===== config.mk =====
export PLATFORM = sky130hd
export DESIGN_NAME = mod_addsub_step_pipe
export DESIGN_NICKNAME = d
export VERILOG_FILES = /design/src/rtl/mod_addsub_step_pipe.sv
export SDC_FILE = /design/constraint.sdc
export NUM_CORES = 1
export LEC_CHECK = 0
export ABC_AREA = 1
export CORE_ASPECT_RATIO = 1.5
export CORE_MARGIN = 4
export CORE_UTILIZATION = 45
export DETAILED_ROUTE_END_ITERATION = 12
export PLACE_DENSITY = 0.69
export SYNTH_ARGS = -nofsm -noshare
export SYNTH_HDL_FRONTEND = slang
export SYNTH_SLANG_ARGS = --single-unit

===== constraint.sdc =====
create_clock -name clk -period 4.05 [get_ports clk]
set_clock_uncertainty 0.2 [all_clocks]
set_input_delay 0.6075 -clock clk [delete_from_list [all_inputs] [get_ports clk]]
set_output_delay 0.6075 -clock clk [all_outputs]
set_load 0.01 [all_outputs]

===== src/rtl/mod_addsub_step_pipe.sv =====
// Purpose : elastic 2-stage pipelined (A +/- STEP) mod MODULUS for one residue digit,
//           with wrap/range-error flags and a saturating count of errored results.
// Ports   : clk/reset (async, active-high); in_valid/in_ready/in_a/in_step/in_sub input handshake;
//           out_valid/out_ready/out_result/out_wrap/out_err output handshake; err_count saturating counter.
// Latency : 2 cycles accept->out_valid, 1 transaction/cycle; stalls propagate back through stage enables.
module mod_addsub_step_pipe #(
  parameter int DATA_WIDTH = 18,
  parameter int MODULUS    = 177147,
  parameter int ERRCNT_W   = 8
) (
  input  logic                  clk,
  input  logic                  reset,
  input  logic                  in_valid,
  output logic                  in_ready,
  input  logic [DATA_WIDTH-1:0] in_a,
  input  logic [DATA_WIDTH-1:0] in_step,
  input  logic                  in_sub,
  output logic                  out_valid,
  input  logic                  out_ready,
  output logic [DATA_WIDTH-1:0] out_result,
  output logic                  out_wrap,
  output logic                  out_err,
  output logic [ERRCNT_W-1:0]   err_count
);

  localparam int W = DATA_WIDTH;
  // One extra bit so that M = 2**W and the add/sub intermediates are representable.
  localparam logic [W:0]          MOD     = (W+1)'(MODULUS);
  localparam logic [ERRCNT_W-1:0] ERR_MAX = '1;

  // ---------------------------------------------------------------------------
  // Stage enables: a stage may load when it is empty or its contents move on.
  // ---------------------------------------------------------------------------
  logic s1_vld_q, s1_vld_d;
  logic s2_vld_q, s2_vld_d;
  logic en1, en2;

  assign en2      = !s2_vld_q || out_ready;
  assign en1      = !s1_vld_q || en2;
  assign in_ready = en1;

  // ---------------------------------------------------------------------------
  // Stage 1: raw sum/difference and operand range check.
  // ---------------------------------------------------------------------------
  logic [W:0] s1_raw_q, s1_raw_d;
  logic       s1_err_q, s1_err_d;
  logic       s1_sub_q, s1_sub_d;

  always_comb begin
    s1_vld_d = s1_vld_q;
    s1_raw_d = s1_raw_q;
    s1_err_d = s1_err_q;
    s1_sub_d = s1_sub_q;
    if (en1) begin
      s1_vld_d = in_valid;
      // Data registers only load on a real transaction; a bubble needs no payload.
      if (in_valid) begin
        s1_raw_d = in_sub ? ({1'b0, in_a} - {1'b0, in_step})
                          : ({1'b0, in_a} + {1'b0, in_step});
        s1_err_d = ({1'b0, in_a} >= MOD) || ({1'b0, in_step} >= MOD);
        s1_sub_d = in_sub;
      end
    end
  end

  always_ff @(posedge clk or posedge reset) begin
    if (reset) begin
      s1_vld_q <= 1'b0;
      s1_raw_q <= '0;
      s1_err_q <= 1'b0;
      s1_sub_q <= 1'b0;
    end else begin
      s1_vld_q <= s1_vld_d;
      s1_raw_q <= s1_raw_d;
      s1_err_q <= s1_err_d;
      s1_sub_q <= s1_sub_d;
    end
  end

  // ---------------------------------------------------------------------------
  // Stage 2: single conditional correction by +/-M brings raw back into 0..M-1.
  // ---------------------------------------------------------------------------
  logic [W:0]   add_fix, sub_fix;
  logic [W-1:0] s2_res_q, s2_res_d;
  logic         s2_wrap_q, s2_wrap_d;
  logic         s2_err_q, s2_err_d;
  logic [W-1:0] fix_res;
  logic         fix_wrap;

  assign add_fix = s1_raw_q - MOD;
  // A negative difference is two's complement in W+1 bits; adding M and keeping
  // the low W bits yields A-STEP+M.
  assign sub_fix = s1_raw_q + MOD;

  always_comb begin
    fix_res  = s1_raw_q[W-1:0];
    fix_wrap = 1'b0;
    if (s1_err_q) begin
      fix_res  = '0;
    end else if (s1_sub_q) begin
      if (s1_raw_q[W]) begin
        fix_res  = sub_fix[W-1:0];
        fix_wrap = 1'b1;
      end
    end else begin
      if (s1_raw_q >= MOD) begin
        fix_res  = add_fix[W-1:0];
        fix_wrap = 1'b1;
      end
    end
  end

  always_comb begin
    s2_vld_d  = s2_vld_q;
    s2_res_d  = s2_res_q;
    s2_wrap_d = s2_wrap_q;
    s2_err_d  = s2_err_q;
    if (en2) begin
      s2_vld_d = s1_vld_q;
      if (s1_vld_q) begin
        s2_res_d  = fix_res;
        s2_wrap_d = fix_wrap;
        s2_err_d  = s1_err_q;
      end
    end
  end

  always_ff @(posedge clk or posedge reset) begin
    if (reset) begin
      s2_vld_q  <= 1'b0;
      s2_res_q  <= '0;
      s2_wrap_q <= 1'b0;
      s2_err_q  <= 1'b0;
    end else begin
      s2_vld_q  <= s2_vld_d;
      s2_res_q  <= s2_res_d;
      s2_wrap_q <= s2_wrap_d;
      s2_err_q  <= s2_err_d;
    end
  end

  assign out_valid  = s2_vld_q;
  assign out_result = s2_res_q;
  assign out_wrap   = s2_wrap_q;
  assign out_err    = s2_err_q;

  // ---------------------------------------------------------------------------
  // Error counter: counts errored results as they are consumed, sticks at max.
  // ---------------------------------------------------------------------------
  logic [ERRCNT_W-1:0] err_cnt_q, err_cnt_d;

  always_comb begin
    err_cnt_d = err_cnt_q;
    if (s2_vld_q && out_ready && s2_err_q && (err_cnt_q != ERR_MAX)) begin
      err_cnt_d = err_cnt_q + 1'b1;
    end
  end

  always_ff @(posedge clk or posedge reset) begin
    if (reset) begin
      err_cnt_q <= '0;
    end else begin
      err_cnt_q <= err_cnt_d;
    end
  end

  assign err_count = err_cnt_q;

endmodule

=== Yosys cells after proc, flatten, opt, wreduce, memory -nomap -nowiden ===
Index checks and enable logic that the tools add are counted.
W data, S select, Z words.

* Input bits: 41
* Output and inout port bits: 30
* Logic and storage cells: 37
* Bits in registers: 51

* Reductions and logical operators: 10
* Mux-type cells: 9
* Equal/unequal tests: 1
* Magnitude comparators: 3
* Add/subtract/negate cells: 5

{| class="wikitable"
|+ Operators by type and width
! kind !! number
|-
| $mux W18 || 4
|-
| $ge A18 B18 Y1 const B || 2
|-
| $add A18 B18 Y19 || 1
|-
| $ge A19 B18 Y1 const B || 1
|-
| $mux W19 || 1
|-
| $sub A18 B18 Y19 || 1
|-
| $add A18 B18 Y18 const B || 1
|-
| $sub A18 B18 Y18 const B || 1
|-
| $add A8 B1 Y8 const B || 1
|-
| $ne A8 B8 Y1 const B || 1
|-
| $mux W1 || 4
|-
| $reduce_and A2 Y1 || 2
|-
| $logic_and A1 B1 Y1 || 3
|-
| $logic_or A1 B1 Y1 || 3
|-
| $logic_not A1 Y1 || 2
|}

=== Logic depth before layout (Yosys ltp) ===
Gate-level depths: netlist (run 1).

* Word-level depth: 4
* Mapped depth: 19
* Gate-level depth less buffers: 19

=== Worst setup path before layout (run 1) ===
No wires, ideal clock.

* Path type: input to register
* From: input in_step[1]
* To: register s1_raw_q[18]
* Path buffers: 0
* Stages on the path: 18
* Path slack: 1.011 ns
* Setup time: 0.133 ns
* Required time: 3.717 ns
* Data arrival time: 2.706 ns
* Path through: inv_1 -> ha_1 -> nand3_1 -> nor3_1 -> nand2_1 -> nor2_1 -> nand3_1 -> nand2_1 -> o21ai_0 -> xor2_1 -> ha_1 -> nand4_1 -> nor2_1 -> nand3_1 -> nand3_1 -> nand2_1 -> nand3_1 -> o21ai_0

* Cells in the longest elaborated chain, start to end: 2
* Elaborated cells on any way between the ends: 3
* Classes of those cells: add/sub: 2; mux: 1

{| class="wikitable"
|+ RTL lines
! item !! line !! source
|-
| start, declared || 16 || <nowiki>input logic [DATA_WIDTH-1:0] in_step,</nowiki>
|-
| $add A18 B18 Y19 / $sub A18 B18 Y19 (equally long branches) || 59, 58 ||
|-
| $mux W19 (*) || 58 || <nowiki>s1_raw_d = in_sub ? ({1'b0, in_a} - {1'b0, in_step})</nowiki>
|-
| end signal, assigned || 74 || <nowiki>s1_raw_q <= s1_raw_d;</nowiki>
|-
| end, declared || 45 || <nowiki>logic [W:0] s1_raw_q, s1_raw_d;</nowiki>
|}

Every way passes the cells marked *; elsewhere a longest branch is shown, timed or not.
A chain may end at the register's enable or synchronous reset.

=== Worst setup path after layout (run 1) ===
* From: input in_step[0]
* To: register s1_raw_q[17]

Same word-level chain as after synthesis.

==> results of run 1 <==
-- cell families (layout without fill, tap and decap cells) --
logic type,count (synthesis),after routing
flip-flops,51,51
buffers and inverters,114,182
AND/OR/NAND/NOR,452,452
AO/OA/AOI/OAI,88,88
XOR/XNOR,28,28
adder cells (fa/ha/maj),24,24
-- power by group through the flow --
stage	clock network (W)	logic [W]	registers, W
finish	0.000437	0.00123	0.000844
global route	0.000468	0.00138	0.000866
CTS	0.000447	0.00124	0.000842
detailed placement	0	0.00123	0.000852
global placement	0	0.00122	0.000846
floorplan	0	0.000812	0.000813
-- registers in the layout (all words and copies together) (netlist names) --
| signal | count |
|---|---|
| err_count | 8 |
| out_err | 1 |
| out_result | 18 |
| out_valid | 1 |
| out_wrap | 1 |
| s1_err_q | 1 |
| s1_raw_q | 19 |
| s1_sub_q | 1 |
| s1_vld_q | 1 |
-- placed cells by master (no fill, tap or decap), drive strengths merged, types with 6 or more instances in the layout --
cell type / n
nand3: 105
xnor2: 8
inv: 94
or2: 7
nor3: 17
dfrtp: 51
clkbuf: 6
nand2: 226
xor2: 20
buf: 8
nor2: 73
clkdlybuf4s50: 70
nand4: 14
o21ai: 46
a21oi: 32
ha: 23
-- worst max path at each step --
stage / endpoint / slack [ns] / cells after the start
after CTS: s1_raw_q[17] / 0.24 / 19
after global routing: s1_raw_q[17] / 0.03 / 19
after global placement: s1_raw_q[17] / 0.01 / 18
final: s1_raw_q[17] / 0.37 / 18
after floorplan: s1_raw_q[18] / 1.01 / 18
after detailed placement: s1_raw_q[17] / -0.07 / 19
-- per-stage QoR --
step / total power (W) / utilization, %
after global placement: 0.00206 / 53.5
after floorplan: 0.00163 / -
after CTS: 0.00253 / 55.0
after detailed placement: 0.00208 / 53.5
final: 0.00251 / 55.0
after global routing: 0.00271 / 55.0
-- metal layers --
layer / GRT usage [%] / part of all wire [%] / wire length (um) / up-vias
met2: 48.6 / 55 / 8190 / 120
met4: 13.8 / 5.4 / 801 / 0
li1: - / - / - / 2594
met1: 23.3 / 36 / 5380 / 2297
met5: 0 / 0 / 0 / -
met3: 2.06 / 2.9 / 422 / 29
-- area by class of cell --
class                           count  area, um2
Multi-Input combinational cell    592       3060
Fill cell                        1130       4740
Clock inverter                      2       16.3
Clock buffer                        6        139
Sequential cell                    51       1280
Tap cell                          144        180
Timing Repair Buffer               78        761
Inverter                           96        360
-- worst max-delay path: stages --
cell and delay (ns):
clkdlybuf4s50_1 0.53, inv_1 0.07, ha_1 0.23, nand3_1 0.13, nor3_2 0.06, a21oi_1 0.18, xor2_1 0.15, inv_1 0.05
ha_1 0.35, nand2_1 0.18, nor2_1 0.38, nand2_1 0.23, nand2_1 0.10, nand2_1 0.06, nand3_1 0.07, nand2_1 0.05
nand3_1 0.09, o21ai_0 0.11
-- repair_timing --
item	CTS	global route
hold buffers	0	0
endpoints found under the setup margin	0	2
gates resized for setup	0	2
==> results.py, run 1 <==
metrics = {
    "status": {
        "status": "finished clean",
    },
    "floorplanning": {
        "row_count": 46,
        "die_area_mm2": 0.0124,
        "die_width_um": 92.4,
        "initial_core_util_pct": 45.6,
        "chipHeight_um": 135,
        "boundaryPins": 71,
        "core_mm2": 0.0105,
    },
    "synthesis": {
        "synth_fa_ha_area_share_pct": 6.40,
        "synth_edf_count": 0,
        "synth_area_mm2": 0.00481,
        "yosys.cell_types.count": 40,
        "synth_top_area_cell": "dfrtp_1",
        "synth.area.top_cells": "dfrtp_1 27%, nand2_1 17%, nand3_1 9.7%, inv_1 6.7%, ha_1 6.0%",
        "synth_nets": 822,
        "synth_top_area_share_pct": 26.6,
        "yosys.cell_count.top_type": "nand2_1",
        "netlist_instances": 757,
        "muxShareOfSynthArea_pct": 0,
        "ys.flop_type": "dfrtp_1",
        "yosys.area_share.xor_xnor_pct": 5.10,
        "synth_common_cells": "223 x nand2_1, 93 x nand3_1, 86 x inv_1, 67 x nor2_1, 51 x dfrtp_1",
        "yosys_warnings": 0,
        "synthSimpleGateAreaFrac_pct": 42.4,
        "synth_top_family_by_area": "simple AND/OR/NAND/NOR gates",
        "synth-seq-cells": 51,
        "ys_seq_area_share_pct": 26.6,
        "synth_compound_area_share_pct": 9.66,
        "ys_async_sr_fraction_pct": 100,
        "avgSynthCellArea_um2": 6.35,
    },
    "critical_path": {
        "crit_path_start_kind": "input port",
        "timing.rr.end": "out_result[14]",
        "arrival_ns": 3.63,
        "crit_path_start": "in_step[0]",
        "worstSetupPathType": "in -> reg",
        "timing.rr.start": "s1_raw_q[0]",
        "cp_data_required_time_ns": 4.00,
        "cp-end-kind": "flop",
        "critical_path_peak_fanout": 5,
        "rrSetupSlack_ns": 1.87,
        "reg2regPathDepth": 11,
    },
    "global_route": {
        "grt_pass1_wl_mm": 23.6,
        "gr-usage-all-layers_pct": 24.2,
        "grt_pass1_vias": 4980,
        "antenna_found_initial": 0,
        "grt_max_degree": 32,
        "overflow": 0,
    },
    "clock_network": {
        "cts_sinks": 51,
        "cts_tree": "done",
        "numCtsBuffers": 5,
        "clkTransAtPathRegs_ns": 0.07,
        "htree_levels": 2,
        "clockRootBuffer": "clkbuf_16",
        "post_cts_buffers": 0,
        "clk_latency_ns": 0.30,
        "cts_max_path_buffers": 2,
    },
    "layout": {
        "final_area_mm2": 0.00579,
        "syn2layout_area_growth_pct": 20.6,
        "fin_cells": 969,
        "final_nets": 889,
        "diodes": 0,
        "drive_above_1_share_pct": 6.55,
    },
    "drt": {
        "postRouteWirelength_mm": 14.8,
        "firstDrtPassIters": 5,
        "routed_via_density": 5.20,
        "drtIter0Drc": 157,
        "wl_per_cell_um": 15.3,
        "drc": 0,
        "ant_nets": 0,
        "vias": 5040,
    },
    "timing": {
        "tns_ns": 0,
        "worst_slew_pin_slew_ns": 0.723,
        "finalCritPeriodShare_pct": 90.9,
        "hold_viol": 0,
        "max_freq_ghz": 0.272,
        "rsz0062_at_grt": "false",
        "post-route-min-period_ns": 3.68,
        "slew_headroom_pct": 51.7,
        "worst_slack_ns": 0.369,
        "slew_viol_final": 0,
        "setup_violations": 0,
        "hold_ws_ns": 0.276,
    },
    "hold_path": {
        "hold_end": "out_result[15]",
        "hold_start": "out_result[15]",
        "min_path_type": "reg -> reg",
        "holdPathStages": 2,
    },
    "power_and_ir_drop": {
        "p_comb_share_pct": 49.0,
        "switching_share_pct": 43.5,
        "peakVddDrop_mv": 0.225,
        "p_leak_nw": 2.89,
        "clkPwrFrac_pct": 17.4,
        "power-per-cell-area_mw_per_mm2": 434,
        "power.internal_w": 0.00142,
        "p_sw_w": 0.00109,
        "seqPwrFrac_pct": 33.6,
    },
    "placed_design": {
        "io_buffers": 70,
        "hpwl_mm": 12.3,
        "gp_congestion": 0.997,
        "dp.cells": 961,
        "preCtsSetupSlack_ns": -0.0742,
        "placed_area_mm2": 0.00563,
    },
    "job": {
        "max_cap_violations": 0,
    },
}
Note: power is estimated with default switching activity, not from simulation.
==> inputs of run 2 (changes only) <==
- ABC_AREA: 1 -> unset
- PLACE_DENSITY: 0.69 -> 0.7
- TNS_END_PERCENT: unset -> 50
- clock period: 4.05 -> 4.2 ns (I/O delays scaled with it)
==> results.py, run 2 <==
metrics = {
    "layout": {
        "mostFrequentLayoutCells": "70 x clkdlybuf4s50_1, 58 x nand2_1, 51 x dfrtp_1",
        "multi_input_area_mm2": 0.00276,
        "drive_above_1_share_pct": 5.57,
        "regMostFlops": "s1_raw_q",
        "diodes": 0,
        "syn2layout_area_growth_pct": 21.5,
        "largest_reg_flops": 19,
        "final_common_cell": "clkdlybuf4s50_1",
        "fillers": 911,
        "final_nets": 639,
        "seqCellArea_mm2": 0.00128,
    },
    "clock_network": {
        "clk_latency_ns": 0.30,
        "ctsResizeCount": 0,
        "clkTransAtPathRegs_ns": 0.07,
        "cts_tree": "done",
        "cts_sinks": 51,
        "cts_hold_buffers": 0,
        "cts_max_path_buffers": 2,
        "clockRootBuffer": "clkbuf_16",
        "post_cts_buffers": 0,
        "htree_levels": 2,
        "numCtsBuffers": 5,
    },
    "drt": {
        "routed_via_density": 5.97,
        "drtIter0Drc": 190,
        "postRouteWirelength_mm": 11.0,
        "vias": 4098,
        "drc": 0,
        "ant_nets": 0,
        "wl_per_cell_um": 16.0,
        "firstDrtPassIters": 4,
    },
    "synthesis": {
        "synth_edf_count": 0,
        "synth_nets": 582,
        "synth_top_area_share_pct": 30.1,
        "avgSynthCellArea_um2": 8.20,
        "synth-seq-cells": 51,
        "ys.flop_type": "dfrtp_1",
        "yosys_warnings": 0,
        "yosys.cell_types.count": 63,
        "yosys.cell_count.top_type": "nand2_1",
        "synth.area.top_cells": "dfrtp_1 30%, ha_1 6.8%, xnor2_1 5.2%, nand2_1 5.1%, o21ai_0 4.6%",
        "synth_area_mm2": 0.00424,
        "synth_top_area_cell": "dfrtp_1",
        "ys_seq_area_share_pct": 30.1,
        "netlist_instances": 517,
        "ys_async_sr_fraction_pct": 100,
        "synth_common_cells": "58 x nand2_1, 51 x dfrtp_1, 39 x o21ai_0, 36 x nor2_1, 34 x a21oi_1",
    },
    "critical_path": {
        "timing.rr.end": "out_result[5]",
        "crit_path_start_kind": "input port",
        "worstPathCellList": "clkdlybuf4s50_1 > inv_1 > ha_1 > nor4b_1 > buf_4 > a21oi_1 > xnor2_1 > ha_1 > and3_1 > nand2_1 > a21oi_1 > o211ai_1 > and3_1 > o31ai_1",
        "cp_data_required_time_ns": 4.20,
        "worstSetupPathType": "in -> reg",
        "arrival_ns": 3.74,
        "rrSetupSlack_ns": 0.96,
        "cp-end-kind": "flop",
        "crit_path_start": "in_step[1]",
        "crit_end": "s1_raw_q[16]",
        "critical_path_peak_fanout": 5,
        "timing.rr.start": "s1_raw_q[3]",
        "slowest_delay_ns": 0.49,
        "reg2regPathDepth": 6,
        "crit_path_top_delay_cell": "clkdlybuf4s50_1",
    },
    "floorplanning": {
        "initial_core_util_pct": 45.8,
        "row_count": 43,
        "core_mm2": 0.00925,
        "boundaryPins": 71,
        "chipHeight_um": 127,
        "die_area_mm2": 0.0111,
        "die_width_um": 87.3,
    },
    "timing": {
        "tns_ns": 0,
        "finalCritPeriodShare_pct": 89.1,
        "post-route-min-period_ns": 3.74,
        "setup_violations": 0,
        "worst_slew_pin_slew_ns": 1.25,
        "hold_ws_ns": 0.265,
        "slew_headroom_pct": 16.3,
        "max_freq_ghz": 0.267,
        "hold_viol": 0,
        "rsz0062_at_grt": "false",
        "slew_viol_final": 0,
    },
    "global_route": {
        "gr-usage-all-layers_pct": 20.5,
        "grt_pass1_wl_mm": 18.8,
        "overflow": 0,
        "grt_pass1_vias": 4044,
        "grt_max_degree": 52,
        "antenna_found_initial": 0,
    },
    "placed_design": {
        "gp_congestion": 0.926,
        "io_buffers": 70,
        "hpwl_mm": 8.68,
    },
    "power_and_ir_drop": {
        "power-per-cell-area_mw_per_mm2": 424,
        "peakVddDrop_mv": 0.331,
        "p_leak_nw": 2.09,
    },
    "job": {
        "max_cap_violations": 0,
    },
    "hold_path": {
        "min_path_type": "reg -> reg",
    },
    "status": {
        "status": "finished clean",
    },
}
==> run 2: critical path, delay by kind of cell <==
family / cells / cell delay (ns)
AO/OA/AOI/OAI: 4 / 0.88
AND/OR/NAND/NOR: 4 / 0.77
buffers and inverters: 3 / 0.76
adder cells (fa/ha/maj): 2 / 0.56
XOR/XNOR: 1 / 0.15
==> run 2: routing by layer <==
layer | GRT usage [%] | routed length, um
met3 | 2.21 | 461
met2 | 37.5 | 5850
met4 | 9.12 | 339
met5 | 0 | 0
met1 | 23.2 | 4330
==> run 2: final cells by class <==
cell class,instances,area share [%]
multi-input cells,420,53.6
flip-flops and latches,51,24.8
repair buffers,78,14.8
well taps,112,2.72
clock buffers,6,2.50
inverters,18,1.31
clock inverters,2,0.316
==> run 2: worst min-delay path by stage <==
| stage | from | end | slack, ns | depth (start not counted) |
|---|---|---|---|---|
| after detailed placement | out_wrap | out_wrap | 0.26 | 2 |
| after global routing | out_wrap | out_wrap | 0.31 | 2 |
| final | out_wrap | out_wrap | 0.27 | 2 |
| after global placement | out_wrap | out_wrap | 0.25 | 2 |
| after floorplan | s1_vld_q | out_valid | 0.26 | 1 |
| after CTS | out_wrap | out_wrap | 0.27 | 2 |
==> run 2: cells by family (layout without fill, tap and decap cells) <==
kind of cell               count (synthesis)  after routing  share of synthesized area, %
AOI/OAI and AO/OA                        166            166                          26.5
xor gates and xnor gates                  32             32                          6.61
adders and majority gates                 24             24                          7.26
buffers and inverters                     46            104                          4.81
DFF                                       51             51                          30.1
muxes                                     12             12                          2.95
and+or+nand+nor                          186            186                          21.8
==> run 2: power by group <==
group / total (W) / internal, W / switching (W)
Sequential: 0.000811 / 0.000622 / 0.000189
Combinational: 0.000965 / 0.000458 / 0.000507
Clock: 0.000408 / 0.000223 / 0.000185
Total: 0.00218 / 0.00130 / 0.000881
==> run 2: through the flow <==
| stage | total power [W] | instances | instance area [um2] | setup slack, ns | utilization (%) |
|---|---|---|---|---|---|
| global placement | 0.00175 | 679 | 5000 | 0.240 | 54.1 |
| floorplan | 0.00142 | 517 | 4240 | 0.937 | - |
| global route | 0.00235 | 687 | 5150 | 0.164 | 55.7 |
| CTS | 0.00219 | 687 | 5150 | 0.435 | 55.7 |
| detailed placement | 0.00178 | 679 | 5000 | 0.130 | 54.1 |
| finish | 0.00218 | 687 | 5150 | 0.459 | 55.7 |
==> inputs of run 3 (changes only) <==
- CTS_CLUSTER_SIZE: unset -> 24
- DONT_BUFFER_PORTS: unset -> 1
- PLACE_DENSITY: 0.7 -> 0.61
- SLEW_MARGIN: unset -> 40
==> results.py, run 3 (synthesized netlist as in run 2, its figures left out) <==
metrics = {
    "status": {
        "status": "finished clean",
    },
    "drt": {
        "firstDrtPassIters": 4,
        "postRouteWirelength_mm": 10.5,
        "ant_nets": 0,
        "drc": 0,
        "routed_via_density": 6.14,
        "vias": 3758,
        "wl_per_cell_um": 17.2,
        "drtIter0Drc": 135,
    },
    "global_route": {
        "overflow": 0,
        "grt_pass1_wl_mm": 17.9,
        "antenna_found_initial": 0,
        "gr-usage-all-layers_pct": 19.6,
        "grt_pass1_vias": 3772,
        "grt_max_degree": 52,
    },
    "critical_path": {
        "critical_path_peak_fanout": 5,
        "cp-end-kind": "flop",
        "crit_path_top_delay_cell": "a211oi_1",
        "crit_path_start_kind": "input port",
        "crit_buf_inv": 1,
        "slowest_delay_ns": 0.47,
        "arrival_ns": 3.38,
        "cp_top_family": "compound AO/OA/AOI/OAI gates",
        "cp_data_required_time_ns": 4.21,
        "worstSetupPathType": "in -> reg",
        "worstPathCellList": "inv_1 > ha_1 > nor4b_1 > nand2_1 > nor2_1 > nor2_1 > xnor2_1 > ha_1 > a21oi_1 > o21ai_0 > a211oi_1 > nor3_1 > o31ai_1",
    },
    "layout": {
        "drive_above_1_share_pct": 5.40,
        "syn2layout_area_growth_pct": 4.51,
        "final_common_cell": "nand2_1",
        "mostFrequentLayoutCells": "58 x nand2_1, 51 x dfrtp_1, 39 x o21ai_0",
        "final_nets": 564,
        "regMostFlops": "s1_raw_q",
        "final_area_mm2": 0.00443,
        "largest_reg_flops": 19,
        "diodes": 0,
    },
    "floorplanning": {
        "boundaryPins": 71,
        "die_area_mm2": 0.0111,
        "core_mm2": 0.00925,
        "initial_core_util_pct": 45.8,
        "die_width_um": 87.3,
        "chipHeight_um": 127,
        "row_count": 43,
    },
    "job": {
        "max_cap_violations": 0,
    },
    "timing": {
        "setup_violations": 0,
        "tns_ns": 0,
        "slew_headroom_pct": 47.9,
        "slew_viol_final": 0,
        "worst_slack_ns": 0.826,
        "worst_slew_pin_slew_ns": 0.781,
        "hold_viol": 0,
        "post-route-min-period_ns": 3.37,
        "rsz0062_at_grt": "false",
        "max_freq_ghz": 0.296,
        "finalCritPeriodShare_pct": 80.3,
        "hold_ws_ns": 0.0897,
    },
    "power_and_ir_drop": {
        "switching_share_pct": 41.9,
        "p_sw_w": 0.000835,
        "power.internal_w": 0.00116,
        "p_leak_nw": 1.81,
        "seqPwrFrac_pct": 43.4,
        "p_comb_share_pct": 35.9,
        "peakVddDrop_mv": 0.392,
        "power-per-cell-area_mw_per_mm2": 450,
        "clkPwrFrac_pct": 20.7,
    },
    "clock_network": {
        "cts_tree": "done",
        "cts_max_path_buffers": 2,
        "htree_levels": 2,
        "ctsResizeCount": 0,
        "cts_hold_buffers": 0,
        "post_cts_buffers": 0,
        "clk_latency_ns": 0.29,
        "clkTransAtPathRegs_ns": 0.07,
        "cts_sinks": 51,
        "clockRootBuffer": "clkbuf_16",
        "numCtsBuffers": 5,
    },
    "hold_path": {
        "min_path_type": "in -> async",
    },
    "placed_design": {
        "placed_area_mm2": 0.00428,
        "gp_congestion": 0.948,
        "io_buffers": 0,
        "preCtsSetupSlack_ns": 0.531,
        "hpwl_mm": 8.22,
    },
}
[run 3: metrics by stage]
step | power (W) | util [%] | cells
after global placement | 0.00156 | 46.1 | 604
final | 0.00199 | 47.9 | 612
after CTS | 0.00200 | 47.9 | 612
after floorplan | 0.00142 | - | 517
after global routing | 0.00215 | 47.9 | 612
after detailed placement | 0.00159 | 46.3 | 604
[run 3: metal layers]
| layer | global-route usage, % | up-vias | share of wire (%) |
|---|---|---|---|
| li1 | - | 1891 | - |
| met5 | 0 | - | 0 |
| met2 | 34.8 | 107 | 51 |
| met4 | 6.96 | 0 | 2.2 |
| met3 | 4.22 | 18 | 5.3 |
| met1 | 22.7 | 1742 | 41 |
[run 3: worst reg2reg max path, delay by kind of cell, from the launching register on]
| kind | cells | cell delay (ns) |
|---|---|---|
| simple gates | 3 | 1.16 |
| flops | 1 | 0.58 |
| mux | 1 | 0.39 |
| compound gates | 2 | 0.71 |
[run 3: power groups by stage]
stage / clock network, W / registers (W) / logic (W)
floorplan: 0 / 0.000759 / 0.000666
global placement: 0 / 0.000865 / 0.000692
detailed placement: 0 / 0.000874 / 0.000712
CTS: 0.000424 / 0.000865 / 0.000715
global route: 0.000441 / 0.000894 / 0.000812
finish: 0.000413 / 0.000864 / 0.000717
[run 3: final cells by class]
| cell class | instances | area, um2 |
|---|---|---|
| multi-input cells | 420 | 2770 |
| repair buffers | 3 | 22.5 |
| clock inverters | 1 | 8.76 |
| clock buffers | 7 | 143 |
| inverters | 18 | 70.1 |
| well taps | 112 | 140 |
| fillers | 949 | 4820 |
| flip-flops and latches | 51 | 1280 |
[run 3: final timing paths]
check,cells after the start,endpoint,from,slack [ns]
max,13,s1_raw_q[13],in_step[1],0.83
min,1,out_result[6],reset,0.09
max reg2reg,6,out_result[5],s1_raw_q[3],1.08
min reg2reg,1,out_valid,s1_vld_q,0.30
max in group asynchronous,1,err_count[0],reset,3.31
min in group clk,1,s1_vld_q,in_valid,0.24
